==> src/rtl/multicycle_decoder_if.sv <==
// Control bundle between the instruction register, the multicycle
// decoder and the datapath it steers.
interface multicycle_decoder_if #(
   parameter int ALU_CTRL_W = 3,
   parameter int REG_ADDR_W = 4
);
   logic [1:0]            Op;
   logic [5:0]            Funct;
   logic [REG_ADDR_W-1:0] Rd;
   logic                  CondEx;
   logic                  PCWrite;
   logic                  AdrSrc;
   logic                  MemW;
   logic                  IRWrite;
   logic                  RegW;
   logic [1:0]            ResultSrc;
   logic                  ALUSrcA;
   logic [1:0]            ALUSrcB;
   logic [1:0]            ImmSrc;
   logic [1:0]            RegSrc;
   logic [ALU_CTRL_W-1:0] ALUControl;
   logic [1:0]            FlagW;
   logic                  Illegal;
   logic [3:0]            State;

   modport master (
      input  Op, Funct, Rd, CondEx,
      output PCWrite, AdrSrc, MemW, IRWrite, RegW,
      output ResultSrc, ALUSrcA, ALUSrcB, ImmSrc, RegSrc,
      output ALUControl, FlagW, Illegal, State
   );

   modport slave (
      output Op, Funct, Rd, CondEx,
      input  PCWrite, AdrSrc, MemW, IRWrite, RegW,
      input  ResultSrc, ALUSrcA, ALUSrcB, ImmSrc, RegSrc,
      input  ALUControl, FlagW, Illegal, State
   );
endinterface

==> src/rtl/multicycle_decoder.sv <==
// Moore-sequenced multicycle ARM control decoder.
// Define CMP_EN to add CMP/TST (flag-only) data-processing ops.
module multicycle_decoder #(
   parameter int                    ALU_CTRL_W = 3,
   parameter int                    REG_ADDR_W = 4,
   parameter logic [REG_ADDR_W-1:0] PC_REG     = '1
) (
   input logic                clk,
   input logic                reset,
   multicycle_decoder_if.master bus
);

   typedef enum logic [3:0] {
      FETCH   = 4'd0,
      DECODE  = 4'd1,
      MEMADR  = 4'd2,
      MEMRD   = 4'd3,
      MEMWB   = 4'd4,
      MEMWR   = 4'd5,
      EXECR   = 4'd6,
      EXECI   = 4'd7,
      ALUWB   = 4'd8,
      BRANCH  = 4'd9,
      ILLEGAL = 4'd10
   } state_t;

   localparam logic [ALU_CTRL_W-1:0] ALU_ADD = ALU_CTRL_W'(0);
   localparam logic [ALU_CTRL_W-1:0] ALU_SUB = ALU_CTRL_W'(1);
   localparam logic [ALU_CTRL_W-1:0] ALU_AND = ALU_CTRL_W'(2);
   localparam logic [ALU_CTRL_W-1:0] ALU_ORR = ALU_CTRL_W'(3);
   localparam logic [ALU_CTRL_W-1:0] ALU_EOR = ALU_CTRL_W'(4);

   state_t state;
   state_t nxt;

   logic [ALU_CTRL_W-1:0] dp_op;
   logic                  dp_impl;
   logic                  dp_cmp;
   logic                  dp_s;
   logic                  dp_arith;
   logic [1:0]            dp_flags;
   logic                  dp_wr;
   logic                  pc_dst;
   logic                  ce;

   logic pcw;
   logic memw;
   logic irw;
   logic regw;
   logic [1:0] flagw;
   logic ill;

   assign ce     = bus.CondEx;
   assign pc_dst = (bus.Rd == PC_REG);

   always_comb begin
      nxt = FETCH;
      case (state)
         FETCH:  nxt = DECODE;
         DECODE: begin
            case (bus.Op)
               2'b01:   nxt = MEMADR;
               2'b00:   nxt = bus.Funct[5] ? EXECI : EXECR;
               2'b10:   nxt = BRANCH;
               default: nxt = ILLEGAL;
            endcase
         end
         MEMADR: nxt = bus.Funct[0] ? MEMRD : MEMWR;
         MEMRD:  nxt = MEMWB;
         EXECR:  nxt = ALUWB;
         EXECI:  nxt = ALUWB;
         default: nxt = FETCH;
      endcase
   end

   always_ff @(posedge clk or posedge reset) begin
      if (reset) state <= FETCH;
      else       state <= nxt;
   end

   // Unknown function codes fall back to ADD with the writeback dropped.
   always_comb begin
      dp_op   = ALU_ADD;
      dp_impl = 1'b1;
      dp_cmp  = 1'b0;
      case (bus.Funct[4:1])
         4'b0100: dp_op = ALU_ADD;
         4'b0010: dp_op = ALU_SUB;
         4'b0000: dp_op = ALU_AND;
         4'b1100: dp_op = ALU_ORR;
         4'b0001: dp_op = ALU_EOR;
`ifdef CMP_EN
         4'b1010: begin
            dp_op  = ALU_SUB;
            dp_cmp = 1'b1;
         end
         4'b1000: begin
            dp_op  = ALU_AND;
            dp_cmp = 1'b1;
         end
`endif
         default: dp_impl = 1'b0;
      endcase
   end

   assign dp_s     = bus.Funct[0] | dp_cmp;
   assign dp_arith = (dp_op == ALU_ADD) || (dp_op == ALU_SUB);
   assign dp_flags = dp_impl ? {dp_s & ce, dp_s & ce & dp_arith} : 2'b00;
   assign dp_wr    = dp_impl & ~dp_cmp;

   always_comb begin
      pcw            = 1'b0;
      memw           = 1'b0;
      irw            = 1'b0;
      regw           = 1'b0;
      flagw          = 2'b00;
      ill            = 1'b0;
      bus.AdrSrc     = 1'b0;
      bus.ResultSrc  = 2'b00;
      bus.ALUSrcA    = 1'b0;
      bus.ALUSrcB    = 2'b00;
      bus.ALUControl = ALU_ADD;
      case (state)
         FETCH: begin
            irw         = 1'b1;
            pcw         = 1'b1;
            bus.ALUSrcA   = 1'b1;
            bus.ALUSrcB   = 2'b10;
            bus.ResultSrc = 2'b10;
         end
         DECODE: begin
            bus.ALUSrcA   = 1'b1;
            bus.ALUSrcB   = 2'b10;
            bus.ResultSrc = 2'b10;
         end
         MEMADR: begin
            bus.ALUSrcB = 2'b01;
         end
         MEMRD: begin
            bus.AdrSrc = 1'b1;
         end
         MEMWB: begin
            bus.ResultSrc = 2'b01;
            regw = ce;
            pcw  = ce & pc_dst;
         end
         MEMWR: begin
            bus.AdrSrc = 1'b1;
            memw = ce;
         end
         EXECR: begin
            bus.ALUControl = dp_op;
            flagw = dp_flags;
         end
         EXECI: begin
            bus.ALUSrcB    = 2'b01;
            bus.ALUControl = dp_op;
            flagw = dp_flags;
         end
         ALUWB: begin
            regw = ce & dp_wr;
            pcw  = ce & dp_wr & pc_dst;
         end
         BRANCH: begin
            bus.ALUSrcB   = 2'b01;
            bus.ResultSrc = 2'b10;
            pcw = ce;
         end
         ILLEGAL: ill = 1'b1;
         default: ;
      endcase
   end

   // Reset is asynchronous, so enables are masked directly by it.
   assign bus.PCWrite = pcw  & ~reset;
   assign bus.MemW    = memw & ~reset;
   assign bus.IRWrite = irw  & ~reset;
   assign bus.RegW    = regw & ~reset;
   assign bus.FlagW   = flagw & {2{~reset}};
   assign bus.Illegal = ill  & ~reset;

   assign bus.ImmSrc = bus.Op;
   assign bus.RegSrc = {bus.Op == 2'b01, bus.Op == 2'b10};
   assign bus.State  = state;

endmodule

==> src/flat_wrapper.sv <==
// flat-port wrapper written by rule: the top's interface ports become plain ports
module multicycle_decoder_flat 
#(
   parameter int                    ALU_CTRL_W = 3,
   parameter int                    REG_ADDR_W = 4,
   parameter logic [REG_ADDR_W-1:0] PC_REG     = '1
)
  (clk, reset, bus_Op, bus_Funct, bus_Rd, bus_CondEx, bus_PCWrite, bus_AdrSrc, bus_MemW, bus_IRWrite, bus_RegW, bus_ResultSrc, bus_ALUSrcA, bus_ALUSrcB, bus_ImmSrc, bus_RegSrc, bus_ALUControl, bus_FlagW, bus_Illegal, bus_State);
  multicycle_decoder_if #(.ALU_CTRL_W(ALU_CTRL_W), .REG_ADDR_W(REG_ADDR_W)) bus_i ();
  input logic clk;
  input logic reset;
  input wire logic [$bits(bus_i.Op)-1:0] bus_Op;
  input wire logic [$bits(bus_i.Funct)-1:0] bus_Funct;
  input wire logic [$bits(bus_i.Rd)-1:0] bus_Rd;
  input wire logic [$bits(bus_i.CondEx)-1:0] bus_CondEx;
  output wire logic [$bits(bus_i.PCWrite)-1:0] bus_PCWrite;
  output wire logic [$bits(bus_i.AdrSrc)-1:0] bus_AdrSrc;
  output wire logic [$bits(bus_i.MemW)-1:0] bus_MemW;
  output wire logic [$bits(bus_i.IRWrite)-1:0] bus_IRWrite;
  output wire logic [$bits(bus_i.RegW)-1:0] bus_RegW;
  output wire logic [$bits(bus_i.ResultSrc)-1:0] bus_ResultSrc;
  output wire logic [$bits(bus_i.ALUSrcA)-1:0] bus_ALUSrcA;
  output wire logic [$bits(bus_i.ALUSrcB)-1:0] bus_ALUSrcB;
  output wire logic [$bits(bus_i.ImmSrc)-1:0] bus_ImmSrc;
  output wire logic [$bits(bus_i.RegSrc)-1:0] bus_RegSrc;
  output wire logic [$bits(bus_i.ALUControl)-1:0] bus_ALUControl;
  output wire logic [$bits(bus_i.FlagW)-1:0] bus_FlagW;
  output wire logic [$bits(bus_i.Illegal)-1:0] bus_Illegal;
  output wire logic [$bits(bus_i.State)-1:0] bus_State;
  assign bus_i.Op = bus_Op;
  assign bus_i.Funct = bus_Funct;
  assign bus_i.Rd = bus_Rd;
  assign bus_i.CondEx = bus_CondEx;
  assign bus_PCWrite = bus_i.PCWrite;
  assign bus_AdrSrc = bus_i.AdrSrc;
  assign bus_MemW = bus_i.MemW;
  assign bus_IRWrite = bus_i.IRWrite;
  assign bus_RegW = bus_i.RegW;
  assign bus_ResultSrc = bus_i.ResultSrc;
  assign bus_ALUSrcA = bus_i.ALUSrcA;
  assign bus_ALUSrcB = bus_i.ALUSrcB;
  assign bus_ImmSrc = bus_i.ImmSrc;
  assign bus_RegSrc = bus_i.RegSrc;
  assign bus_ALUControl = bus_i.ALUControl;
  assign bus_FlagW = bus_i.FlagW;
  assign bus_Illegal = bus_i.Illegal;
  assign bus_State = bus_i.State;
  multicycle_decoder #(.ALU_CTRL_W(ALU_CTRL_W), .REG_ADDR_W(REG_ADDR_W), .PC_REG(PC_REG)) u_core (.clk(clk), .reset(reset), .bus(bus_i));
endmodule
==> config.mk <==
export PLATFORM = sky130hd
export DESIGN_NAME = multicycle_decoder_flat
export DESIGN_NICKNAME = d
export VERILOG_FILES = /design/src/rtl/multicycle_decoder_if.sv /design/src/rtl/multicycle_decoder.sv /design/src/flat_wrapper.sv
export SDC_FILE = /design/constraint.sdc
export NUM_CORES = 1
export LEC_CHECK = 0
export BUFFER_PORTS_ARGS = -buffer_cell sky130_fd_sc_hd__buf_2
export CORE_MARGIN = 2
export CORE_UTILIZATION = 34
export DETAILED_ROUTE_END_ITERATION = 7
export PLACE_DENSITY_LB_ADDON = 0.1
export SYNTH_ARGS = -nofsm -noshare
export SYNTH_HDL_FRONTEND = slang
export SYNTH_SLANG_ARGS = --single-unit
==> constraint.sdc <==
create_clock -name clk -period 1.3 [get_ports clk]
set_input_delay 0.065 -clock clk [delete_from_list [all_inputs] [get_ports clk]]
set_output_delay 0.065 -clock clk [all_outputs]
set_load 0.02 [all_outputs]
==> metrics.md, run 1 <==
| Metric | Value |
|---|---|
| Status | `stopped before the end` |
| Last stage reached | `global routing` |
| First error | `[ERROR DPL-0033] detailed placement checks failed during check placement.` |
| I/O Buffers | `38` |
| Total CTS buffers | `3` |
| Synth Warn # | `0` |
| Async set-reset flop share out of synthesis | `100.0%` |
| Post-Syn Area | `approximately 490 um2` |
| Ports | `39` |
| Mean Syn Cell Area | `approximately 7 um2` |
| Antenna violations before repair | `0` |
| Synthesized flop and latch total | `4` |
| Main synth FF type | `dfrtp_1` |
| Pin count of the biggest net entering global routing | `14` |
| Seq/Total Area, Yosys | `approximately a fifth` |
| H-tree depth reported by CTS | `1` |
| # rows | `13` |
| DP HPWL | `around 1.4 mm` |
| Sink Count | `4` |
| EDFF count, synth | `0` |
| Mapped Nets | `84` |
| CTS root buf | `clkbuf_4` |
| Worst endpoint type | `output port` |
| Synth Instances | `69` |
| DIE HEIGHT | `roughly 42 um` |
| Clk buf depth | `2` |
| Placement Setup Slack | `-216.3 ps` |
| Chip width | `41.84 um` |
| Gpl congestion | `0.8612` |
| GR repair worst EP | `bus_FlagW[0]` |
| Distinct cell type count after synthesis | `26` |
| Initial Util | `36.94%` |
## synthesized netlist by cell type (2+ instances only)
library cell / n / area [um2]
nor2_1: 9 / 33.78
nand2_1: 6 / 22.52
a21oi_1: 5 / 25.02
nor4_1: 5 / 31.28
o21ai_0: 5 / 25.02
dfrtp_1: 4 / 100.1
inv_1: 4 / 15.01
nor3_1: 4 / 20.02
a41o_1: 2 / 20.02
buf_4: 2 / 15.01
clkbuf_1: 2 / 7.510
nand2b_1: 2 / 12.51
nand3_1: 2 / 10.01
nor2b_1: 2 / 12.51
or2_1: 2 / 12.51
or3_1: 2 / 12.51
xnor2_1: 2 / 17.52
## cells by family after synthesis
logic type             Yosys count  share of synthesized area (%)
AO/OA/AOI/OAI                   16                          25.19
multiplexers                     1                          3.084
AND/OR/NAND/NOR                 36                          38.04
XOR/XNOR                         2                          3.600
buffers and inverters           10                          9.509
flip-flops                       4                          20.57
## what timing repair did
action	CTS
hold endpoints to repair	4
buffers inserted	8
gates resized for setup	50
hold buffers	1
gates cloned	1
setup endpoints to repair	15
pin swaps	9
## stage by stage
stage | instance area (um2) | hold slack, ps | util, % | std cells
4_1_cts | 1177 | 98.91 | 89.36 | 146
3_5_place_dp | 864.6 | 53.40 | 65.62 | 133
2_1_floorplan | 570.5 | -160.7 | - | 69
3_3_place_gp | 864.6 | 46.43 | 65.62 | 133
==> run 2: changes to the inputs <==
--- a/config.mk
+++ b/config.mk
@@ -6,10 +6,10 @@
 export NUM_CORES = 1
 export LEC_CHECK = 0
 export BUFFER_PORTS_ARGS = -buffer_cell sky130_fd_sc_hd__buf_2
-export CORE_MARGIN = 2
-export CORE_UTILIZATION = 34
+export CORE_AREA = 2 2 63 65
 export DETAILED_ROUTE_END_ITERATION = 7
-export PLACE_DENSITY_LB_ADDON = 0.1
+export DIE_AREA = 0 0 65 67
+export PLACE_DENSITY_LB_ADDON = 0.15
 export SYNTH_ARGS = -nofsm -noshare
 export SYNTH_HDL_FRONTEND = slang
 export SYNTH_SLANG_ARGS = --single-unit
==> constraint.sdc (replaced) <==
create_clock -name clk -period 1.69 [get_ports clk]
set_input_delay 0.0845 -clock clk [delete_from_list [all_inputs] [get_ports clk]]
set_output_delay 0.0845 -clock clk [all_outputs]
set_load 0.02 [all_outputs]
==> run 2 against run 1 <==
Net effect: the flow now finishes without violations; synthesized cell count did not move; area after synthesis did not move.
==> metrics.md, run 2 <==
| Metric | Value |
|---|---|
| Seq pwr share | `between 10% and 20%` |
| Static leakage | `0.4273 nW` |
| Via Count | `between 600 and 700` |
| Hold_ws | `149.8 ps` |
| Main synth FF type | `dfrtp_1 (unchanged)` |
| CTS root buf | `clkbuf_8 (was clkbuf_4)` |
| Antenna-violating nets left | `0` |
| ANT cells | `0` |
| Final TNS setup | `0 ps` |
| Synth Instances | `69 (unchanged)` |
| Initial DRC Count | `5` |
| Clk pwr share | `14.9%` |
| Switch share | `between 40% and 50%` |
| FILL cells | `approximately 420` |
| Period utilization | `between 90% and 100%` |
| Peak VDD IR | `0.4711 mV` |
| Worst-margin pin slew | `~320 ps` |
| Seq/Total Area, Yosys | `20.57% (unchanged)` |
| GRT overflow | `0` |
| Critical path class | `reg2out` |
| Clk buf depth | `2 (unchanged)` |
| # rows | `22 (was 13)` |
| PD cells | `about 1500 nW/um2` |
| Top-count cell post-synth | `nor2_1 (unchanged)` |
| Fmax | `just over 600 MHz` |
| Worst Setup End Kind | `output port` |
| Clock skew | `0.3372 ps` |
| Largest register FFs | `4` |
| Largest area contributor in the netlist | `dfrtp_1 (unchanged)` |
| Synthesized flop and latch total | `4 (unchanged)` |
| RSZ-0062 raised after global routing | `true` |
| Final Hold Vio Count | `0` |
| Distinct cell type count after synthesis | `26 (unchanged)` |
| TritonCTS clock tree | `done` |
| Commonest cells after routing, fill and taps aside | `buf_2, nor2_1, buf_4` |
| DIE HEIGHT | `67 um (was 41.84 um)` |
| CP max FO | `4` |
| H-tree depth reported by CTS | `1 (unchanged)` |
| Post-Synth XOR/XNOR Area | `3.599% (unchanged)` |
| Clock transition at the registers of the reported paths | `30 ps` |
| Simple-gate share of the synthesized area | `38.05% (unchanged)` |
| Post-Syn Area | `486.7 um2 (unchanged)` |
| Pin count of the biggest net entering global routing | `12` |
| Chip width | `65 um (was 41.84 um)` |
| I/O Buffers | `38 (unchanged)` |
| Worst EP required | `roughly 1600 ps` |
| Async set-reset flop share out of synthesis | `100.0% (unchanged)` |
| Min-delay worst type | `in2reg` |
| Final setup fails | `0` |
| Crit path launch type | `flip-flop` |
| Most common cell after layout, fill and taps aside | `buf_2` |
| Pins Over Slew Limit | `0` |
| Layout area overhead | `78.41%` |
| Status | `complete, no violations (was stopped before the end)` |
| GRT Util Overall | `just under 9%` |
| Antenna violations before repair | `0` |
| Max-Cap Viols | `0` |
| Synth Warn # | `0 (unchanged)` |
| Worst skew pair latency | `210 ps` |
| Vias per std cell | `roughly 4.1` |
| Synth Area in Compound Gates | `25.19% (unchanged)` |
| Final Critical Period | `between 1500 and 2000 ps` |
| Number of global-route vias before repair | `about 650` |
| Combinational Power Share | `71.4%` |
| Die ar. | `4355 um2` |
| Drc violations | `0` |
| Total CTS buffers | `3 (unchanged)` |
| Mapped Nets | `84 (unchanged)` |
| DP HPWL | `1.538 mm (was 1.350 mm)` |
| First-pass GRT wire length | `2.946 mm` |
| Adder-Cell Fraction of Synth Area | `0% (unchanged)` |
| Slew headroom | `about four fifths` |
| Mean Syn Cell Area | `7.054 um2 (unchanged)` |
| Top cell type's share of synthesized area | `20.57% (unchanged)` |
| WL final | `1.884 mm` |
| Ports | `39 (unchanged)` |
| Sink Count | `4 (unchanged)` |
| Layout Nets | `130` |
| Initial Util | `13.50% (was 36.94%)` |
| Number of detailed-route iterations in the first pass | `4` |
| Top cells by count, synth | `nor2_1, nand2_1, a21oi_1, nor4_1, o21ai_0 (unchanged)` |
| Gpl congestion | `0.7713 (was 0.8612)` |
| Largest family of logic cells by synthesized area | `simple AND/OR/NAND/NOR gates (unchanged)` |
| Routed wire per std cell | `11.70 um` |
| Core Box Area | `3606 um2` |
| Post-synthesis mux area share | `3.085% (unchanged)` |
| Layout cells sized above 1 | `52.21%` |
| Sw Pwr | `approximately 0.65 mW` |
| Worst Path Arrival | `between 1500 and 2000 ps` |
| Internal power | `approximately 0.67 mW` |
| Largest cells by area after synthesis | `dfrtp_1, nor2_1, nor4_1 (unchanged)` |
| EDFF count, synth | `0 (unchanged)` |
-- run 2: cell counts after synthesis --
Identical to the previous run, type by type.
-- run 2: cells by family after synthesis --
| kind of cell | after synthesis |
|---|---|
| buffers and inverters | 10 |
| XOR/XNOR | 2 |
| AO/OA/AOI/OAI | 16 |
| multiplexers | 1 |
| AND/OR/NAND/NOR | 36 |
| flip-flops | 4 |
-- run 2: critical path: stages (launching register included) --
cell and delay (ps):
dfrtp_1 380, buf_6 120, nand2b_4 50, or4b_4 470, a41o_1 190, buf_4 150
-- run 2: metal layers --
layer  vias to the layer above  GRT usage (%)  part of all wire [%]
met4                         0          3.989                     0
met5                         -              0                     0
met3                         0          2.196                   7.0
met2                        27          14.43                    48
met1                       299          10.69                    45
li1                        332              -                     -
-- run 2: final timing paths --
| kind | from | end | slack [ps] | cells after the start |
|---|---|---|---|---|
| setup / recovery | u_core.bus.State[3]$_DFF_PP0_ | bus_PCWrite | 30 | 5 |
| hold / removal | bus_Funct[0] | u_core.bus.State[1]$_DFF_PP0_ | 150 | 3 |
| hold reg to reg | u_core.bus.State[3]$_DFF_PP0_ | u_core.bus.State[3]$_DFF_PP0_ | 620 | 2 |
| max in group asynchronous | reset | u_core.bus.State[1]$_DFF_PP0_ | 1150 | 3 |
| min in group asynchronous | reset | u_core.bus.State[0]$_DFF_PP0_ | 350 | 3 |
| setup reg to reg | u_core.bus.State[0]$_DFF_PP0_ | u_core.bus.State[1]$_DFF_PP0_ | 410 | 4 |
-- run 2: area by class of cell --
type                            instances  area (um2)  area share [%]
Multi-Input combinational cell         55       381.6           43.95
Sequential cell                         4       101.3           11.67
Tap cell                               48       60.06           6.916
Timing Repair Buffer                   47       269.0           30.98
Clock buffer                            3       41.29           4.755
Inverter                                4       15.01           1.729
-- run 2: timing repair --
action,CTS,global route
setup endpoints to repair,2,2
buffers inserted,0,1
hold endpoints to repair,4,0
pin swaps,1,2
gates resized for setup,5,3
hold buffers,1,0
gates cloned,0,0
-- run 2: power by group through the flow --
stage / sequential, mW / combinational, mW / clock (mW)
after floorplan: 0.226 / 0.494 / 0
after global placement: 0.176 / 0.894 / 0
after detailed placement: 0.174 / 0.883 / 0
after CTS: 0.176 / 0.911 / 0.202
after global routing: 0.188 / 1.02 / 0.213
final: 0.181 / 0.942 / 0.196
-- run 2: stage by stage --
stage / power [mW] / instances / cell area, um2 / setup WS, ps / utilization, %
floorplan: 0.7196 / 69 / 509.2 / -16.78 / -
detailed placement: 1.057 / 156 / 780.7 / 155.1 / 21.65
global route: 1.418 / 161 / 868.3 / -5.323 / 24.08
finish: 1.319 / 161 / 868.3 / 34.53 / 24.08
global placement: 1.069 / 156 / 780.7 / 178.2 / 21.65
CTS: 1.289 / 160 / 845.8 / 25.98 / 23.46
Note: power is estimated with default switching activity, not from simulation.
==> run 3: changes to the inputs <==
--- a/config.mk
+++ b/config.mk
@@ -9,7 +9,7 @@
 export CORE_AREA = 2 2 63 65
 export DETAILED_ROUTE_END_ITERATION = 7
 export DIE_AREA = 0 0 65 67
-export PLACE_DENSITY_LB_ADDON = 0.15
+export PLACE_DENSITY = 0.39
 export SYNTH_ARGS = -nofsm -noshare
 export SYNTH_HDL_FRONTEND = slang
 export SYNTH_SLANG_ARGS = --single-unit
==> run 3 against run 2 <==
Net effect: via count is 0.76% lower; first-iteration DRC count is 100% higher; total power is 0.91% higher; highest routed layer is now met4; utilization is 0.10 points higher; largest cell class unchanged; flip-flop and latch count stayed put; worst hold slack better by 9.8 ps; fmax is 1.4% higher; register-to-register slack hardly changed; sequential power hardly changed.
==> metrics.md, run 3 (synthesis gave the netlist of run 2 again) <==
| Metric | Value |
|---|---|
| Largest register FFs | `4 (unchanged)` |
| Clock skew | `3.127 ps (was 0.3372 ps)` |
| Pins Over Slew Limit | `0 (unchanged)` |
| Initial Util | `13.50% (unchanged)` |
| Antenna-violating nets left | `0 (unchanged)` |
| Antenna violations before repair | `0 (unchanged)` |
| Layout area overhead | `79.18% (was 78.41%)` |
| Internal power | `0.6729 mW (was 0.6696 mW)` |
| Core Box Area | `3606 um2 (unchanged)` |
| Worst skew pair latency | `220 ps (was 210 ps)` |
| Initial DRC Count | `10 (was 5)` |
| Clk pwr share | `15.4% (was 14.9%)` |
| Worst Path Arrival | `1550 ps (was 1570 ps)` |
| Critical path class | `reg2out (unchanged)` |
| Layout Nets | `129 (was 130)` |
| Crit. Startpoint | `u_core.bus.State[3]$_DFF_PP0_ (unchanged)` |
| Max-Cap Viols | `0 (unchanged)` |
| Seq pwr share | `13.5% (was 13.7%)` |
| Clk buf depth | `2 (unchanged)` |
| Vias per std cell | `4.081 (was 4.087)` |
| DP HPWL | `1.467 mm (was 1.538 mm)` |
| Hold_ws | `159.6 ps (was 149.8 ps)` |
| Crit path launch type | `flip-flop (unchanged)` |
| Number of global-route vias before repair | `627 (was 652)` |
| R2R Path End | `u_core.bus.State[1]$_DFF_PP0_ (unchanged)` |
| Total CTS buffers | `3 (unchanged)` |
| Final TNS setup | `0 ps (unchanged)` |
| DIE HEIGHT | `67 um (unchanged)` |
| Switch share | `49.43% (was 49.22%)` |
| Commonest cells after routing, fill and taps aside | `buf_2, nor2_1, buf_4 (unchanged)` |
| # rows | `22 (unchanged)` |
| GRT Util Overall | `8.621% (was 8.761%)` |
| Worst EP required | `1610 ps (about the same)` |
| Slew headroom | `77.81% (was 78.43%)` |
| R2R cell count | `4 (unchanged)` |
| Combinational Power Share | `71.2% (was 71.4%)` |
| Die ar. | `4355 um2 (unchanged)` |
| Chip width | `65 um (unchanged)` |
| Pin count of the biggest net entering global routing | `12 (unchanged)` |
| Static leakage | `0.4231 nW (was 0.4273 nW)` |
| Fmax | `612.4 MHz (was 604.1 MHz)` |
| Status | `complete, no violations (unchanged)` |
| Sw Pwr | `0.6578 mW (was 0.6491 mW)` |
| ANT cells | `0 (unchanged)` |
| First-pass GRT wire length | `2.773 mm (was 2.946 mm)` |
| Gpl congestion | `0.7274 (was 0.7713)` |
| Period utilization | `96.62% (was 97.96%)` |
| PD cells | `1526 nW/um2 (was 1519 nW/um2)` |
| Ports | `39 (unchanged)` |
| Drc violations | `0 (unchanged)` |
| Most common cell after layout, fill and taps aside | `buf_2 (unchanged)` |
| GRT overflow | `0 (unchanged)` |
| Final Hold Vio Count | `0 (unchanged)` |
| Final setup fails | `0 (unchanged)` |
| CP max FO | `4 (unchanged)` |
| CTS root buf | `clkbuf_8 (unchanged)` |
| Number of detailed-route iterations in the first pass | `4 (unchanged)` |
| Layout cells sized above 1 | `50.89% (was 52.21%)` |
| Final Critical Period | `1633 ps (was 1655 ps)` |
| Critical Path End | `bus_FlagW[0] (was bus_PCWrite)` |
| Worst r2r src | `u_core.bus.State[0]$_DFF_PP0_ (unchanged)` |
| Peak VDD IR | `0.3765 mV (was 0.4711 mV)` |
| Sink Count | `4 (unchanged)` |
| Min-delay worst type | `in2reg (unchanged)` |
| Worst-margin pin slew | `332.0 ps (was 322.7 ps)` |
| H-tree depth reported by CTS | `1 (unchanged)` |
| RSZ-0062 raised after global routing | `true (unchanged)` |
| Via Count | `653 (was 658)` |
| TritonCTS clock tree | `done (unchanged)` |
| Worst Setup End Kind | `output port (unchanged)` |
| WL final | `1.810 mm (was 1.884 mm)` |
| I/O Buffers | `38 (unchanged)` |
| Reg-to-reg slack, setup | `410 ps (about the same)` |
| Routed wire per std cell | `11.31 um (was 11.70 um)` |
| Clock transition at the registers of the reported paths | `30 ps (about the same)` |
## run 3: per-layer routing
layer	part of all wire (%)	track usage [%]	vias up
met2	46	14.56	30
met3	8.7	2.365	5
met4	2.1	4.787	0
li1	-	-	330
met1	43	9.788	288
met5	0	0	-
## run 3: power by group through the flow
stage / Clock, mW / Combinational [mW] / Sequential [mW]
3_3_place_gp: 0 / 0.866 / 0.171
2_1_floorplan: 0 / 0.494 / 0.226
4_1_cts: 0.208 / 0.956 / 0.179
3_5_place_dp: 0 / 0.861 / 0.170
6_report: 0.204 / 0.947 / 0.179
5_1_grt: 0.213 / 1.03 / 0.188
## run 3: worst min-delay path by stage
stage,cells past startpoint,slack [ps],to,from
floorplan,1,-140,u_core.bus.State[0]$_DFF_PP0_,reset
global placement,2,20,u_core.bus.State[1]$_DFF_PP0_,reset
detailed placement,2,20,u_core.bus.State[2]$_DFF_PP0_,reset
CTS,3,160,u_core.bus.State[1]$_DFF_PP0_,bus_Funct[0]
global route,3,160,u_core.bus.State[1]$_DFF_PP0_,bus_Funct[0]
finish,3,160,u_core.bus.State[1]$_DFF_PP0_,bus_Funct[0]
## run 3: timing repair
| action | CTS | global route |
|---|---|---|
| hold endpoints to repair | 4 | 0 |
| hold buffers | 1 | 0 |
| gates resized for setup | 8 | 2 |
| pin swaps | 5 | 2 |
| buffers inserted | 1 | 0 |
| setup endpoints to repair | 2 | 4 |
## run 3: layout make-up
cell class | instances | area (um2)
Inverter | 4 | 15.01
Multi-Input combinational cell | 55 | 386.6
Timing Repair Buffer | 46 | 267.8
Sequential cell | 4 | 101.3
Fill cell | 411 | 2734
Clock buffer | 3 | 41.29
Tap cell | 48 | 60.06
## run 3: through the flow
stage / std cells / total power [mW] / utilization, % / area, um2 / setup slack [ps]
finish: 160 / 1.331 / 24.18 / 872.1 / 57.10
global route: 160 / 1.433 / 24.18 / 872.1 / -25.92
CTS: 160 / 1.344 / 24.08 / 868.3 / 7.288
detailed placement: 155 / 1.031 / 21.44 / 773.2 / 155.5
global placement: 155 / 1.037 / 21.44 / 773.2 / 166.3
floorplan: 69 / 0.7196 / - / 509.2 / -16.78
## run 3: critical path, cell delays in order, from the launching register on
cell and delay [ps]:
dfrtp_2 430, nand3b_1 190, or3_4 400, nor4_4 130, buf_4 180
==> run 4: changes to the inputs <==
--- a/config.mk
+++ b/config.mk
@@ -9,7 +9,7 @@
 export CORE_AREA = 2 2 63 65
 export DETAILED_ROUTE_END_ITERATION = 7
 export DIE_AREA = 0 0 65 67
-export PLACE_DENSITY = 0.39
+export PLACE_DENSITY_LB_ADDON = 0.12
 export SYNTH_ARGS = -nofsm -noshare
 export SYNTH_HDL_FRONTEND = slang
 export SYNTH_SLANG_ARGS = --single-unit
==> run 4 against run 3 <==
Net effect: final cell count increased by 0.63%; critical path depth unchanged; clock-buffer cell count unchanged; via count increased by 0.46%; utilization decreased by 0.38 points; largest power group unchanged.
==> metrics.md, run 4 (synthesis gave the netlist of run 2 again) <==
| Metric | Value |
|---|---|
| GRT Util Overall | `8.900% (was 8.621%)` |
| Worst-margin pin slew | `326.5 ps (was 332.0 ps)` |
| Largest register FFs | `4 (unchanged)` |
| H-tree depth reported by CTS | `1 (unchanged)` |
| Placed Instances | `157 (was 155)` |
| Sink Count | `4 (unchanged)` |
| Pin count of the biggest net entering global routing | `16 (was 12)` |
| Final setup fails | `0 (unchanged)` |
| Worst Setup End Kind | `output port (unchanged)` |
| Worst Path Arrival | `1550 ps (about the same)` |
| Hold_sp | `bus_Funct[0] (unchanged)` |
| Most common cell after layout, fill and taps aside | `buf_2 (unchanged)` |
| Initial DRC Count | `28 (was 10)` |
| Post-CTS Setup Inserts | `0 (was 1)` |
| DIE HEIGHT | `67 um (unchanged)` |
| Final Hold Vio Count | `0 (unchanged)` |
| WL final | `1.831 mm (was 1.810 mm)` |
| Grt met3 use | `2.027% (was 2.365%)` |
| Chip width | `65 um (unchanged)` |
| Static leakage | `0.4237 nW (was 0.4231 nW)` |
| Layout Nets | `130 (was 129)` |
| Core Box Area | `3606 um2 (unchanged)` |
| Clk buf depth | `2 (unchanged)` |
| Period utilization | `96.73% (was 96.62%)` |
| Slew headroom | `78.18% (was 77.81%)` |
| RSZ-0062 raised after global routing | `true (unchanged)` |
| Status | `complete, no violations (unchanged)` |
| Antenna-violating nets left | `0 (unchanged)` |
| CTS root buf | `clkbuf_8 (unchanged)` |
| Number of global-route vias before repair | `646 (was 627)` |
| Switch share | `50.21% (was 49.43%)` |
| Seq pwr share | `13.2% (was 13.5%)` |
| DP HPWL | `1.533 mm (was 1.467 mm)` |
| Max-Cap Viols | `0 (unchanged)` |
| Critical path class | `reg2out (unchanged)` |
| Clk pwr share | `15.6% (was 15.4%)` |
| First-pass GRT wire length | `2.953 mm (was 2.773 mm)` |
| Antenna violations before repair | `0 (unchanged)` |
| Drc violations | `0 (unchanged)` |
| I/O Buffers | `38 (unchanged)` |
| Gpl congestion | `0.6971 (was 0.7274)` |
| Clock transition at the registers of the reported paths | `30 ps (about the same)` |
| # rows | `22 (unchanged)` |
| ANT cells | `0 (unchanged)` |
| Most Crowded Layer GR | `met2 (unchanged)` |
| Min-delay worst type | `in2reg (unchanged)` |
| Number of detailed-route iterations in the first pass | `2 (was 4)` |
| Fin cells | `161 (was 160)` |
| Sw Pwr | `0.6440 mW (was 0.6578 mW)` |
| Initial Util | `13.50% (unchanged)` |
| Peak VDD IR | `0.5397 mV (was 0.3765 mV)` |
| Combinational Power Share | `71.2% (about the same)` |
| M2 GR Usage | `15.21% (was 14.56%)` |
| Die ar. | `4355 um2 (unchanged)` |
| Worst skew pair latency | `210 ps (was 220 ps)` |
| Worst EP required | `1610 ps (about the same)` |
| Fmax | `611.7 MHz (was 612.4 MHz)` |
| CP max FO | `3 (was 4)` |
| Worst r2r src | `u_core.bus.State[0]$_DFF_PP0_ (unchanged)` |
| TritonCTS clock tree | `done (unchanged)` |
| Global routing usage on met1 | `10.88% (was 9.788%)` |
| Crit path launch type | `flip-flop (unchanged)` |
| Layout area overhead | `76.35% (was 79.18%)` |
| PD cells | `1494 nW/um2 (was 1526 nW/um2)` |
| Pins Over Slew Limit | `0 (unchanged)` |
| Commonest cells after routing, fill and taps aside | `buf_2, buf_4, nor2_1 (was buf_2, nor2_1, buf_4)` |
| Hold_ws | `155.0 ps (was 159.6 ps)` |
| Crit. Startpoint | `u_core.bus.State[2]$_DFF_PP0_ (was u_core.bus.State[3]$_DFF_PP0_)` |
| Via Count | `656 (was 653)` |
| Final Critical Period | `1635 ps (was 1633 ps)` |
| Vias per std cell | `4.075 (was 4.081)` |
| Routed wire per std cell | `11.37 um (was 11.31 um)` |
| Ports | `39 (unchanged)` |
| Overall Power | `1.283 mW (was 1.331 mW)` |
| Clock skew | `0.2667 ps (was 3.127 ps)` |
| Internal power | `0.6387 mW (was 0.6729 mW)` |
| Total CTS buffers | `3 (unchanged)` |
| GRT overflow | `0 (unchanged)` |
| Layout cells sized above 1 | `48.67% (was 50.89%)` |
run 4: cell count changes in the layout (fill, tap and decap cells not counted):
cell,before,now
dfrtp_1,3,4
or2_4,1,0
o21ai_0,5,4
o21ai_1,0,1
buf_4,8,10
dfrtp_2,1,0
buf_2,35,36
nand2b_1,1,2
buf_6,2,0
nand2b_4,1,0
or2_1,1,2
run 4: repair_timing:
action | 4_1_cts | 5_1_grt
resized for setup | 2 | 3
setup endpoints to repair | 2 | 3
pin swaps | 1 | 2
gates cloned | 0 | 0
hold endpoints to repair | 4 | 0
hold buffers | 1 | 0
run 4: cell type report:
class	instances	area, um2
clock buffer	3	41.29
tap	48	60.06
inverter	4	15.01
timing repair buffer	47	265.3
fill	425	2748
multi-input combinational	55	376.6
sequential	4	100.1
run 4: power groups by stage:
stage / clock network (mW) / registers (mW) / logic [mW]
final: 0.200 / 0.170 / 0.913
after global routing: 0.210 / 0.176 / 1.01
after CTS: 0.203 / 0.169 / 0.914
after detailed placement: 0 / 0.170 / 0.903
after global placement: 0 / 0.172 / 0.903
after floorplan: 0 / 0.226 / 0.494
run 4: final timing paths:
path / end / cells past startpoint / slack [ps]
min: u_core.bus.State[1]$_DFF_PP0_ / 3 / 150
min reg2reg: u_core.bus.State[3]$_DFF_PP0_ / 2 / 580
max: bus_PCWrite / 4 / 60
min in group asynchronous: u_core.bus.State[3]$_DFF_PP0_ / 4 / 440
max in group asynchronous: u_core.bus.State[1]$_DFF_PP0_ / 4 / 1150
max reg2reg: u_core.bus.State[1]$_DFF_PP0_ / 4 / 410
run 4: metrics by stage:
step / setup TNS [ps] / instance area [um2] / utilization, % / setup slack (ps)
6_report: 0 / 858.3 / 23.80 / 55.19
3_3_place_gp: 0 / 788.3 / 21.86 / 174.1
3_5_place_dp: 0 / 788.3 / 21.86 / 154.1
4_1_cts: 0 / 847.1 / 23.49 / 16.53
5_1_grt: -23.24 / 858.3 / 23.80 / -23.24
2_1_floorplan: -17.82 / 509.2 / - / -16.78
run 4: worst max-delay path: stages, from the launching register on:
cell and delay [ps]:
dfrtp_1 370, nand2b_1 150, or4b_1 460, a41o_1 190
buf_4 150
run 4: layer usage:
metal,share of wire (%),up-vias,routed length (um)
met5,0,-,0
met4,0.66,0,12
met3,6.1,2,112
met2,48,25,883
met1,45,294,823
li1,-,335,-
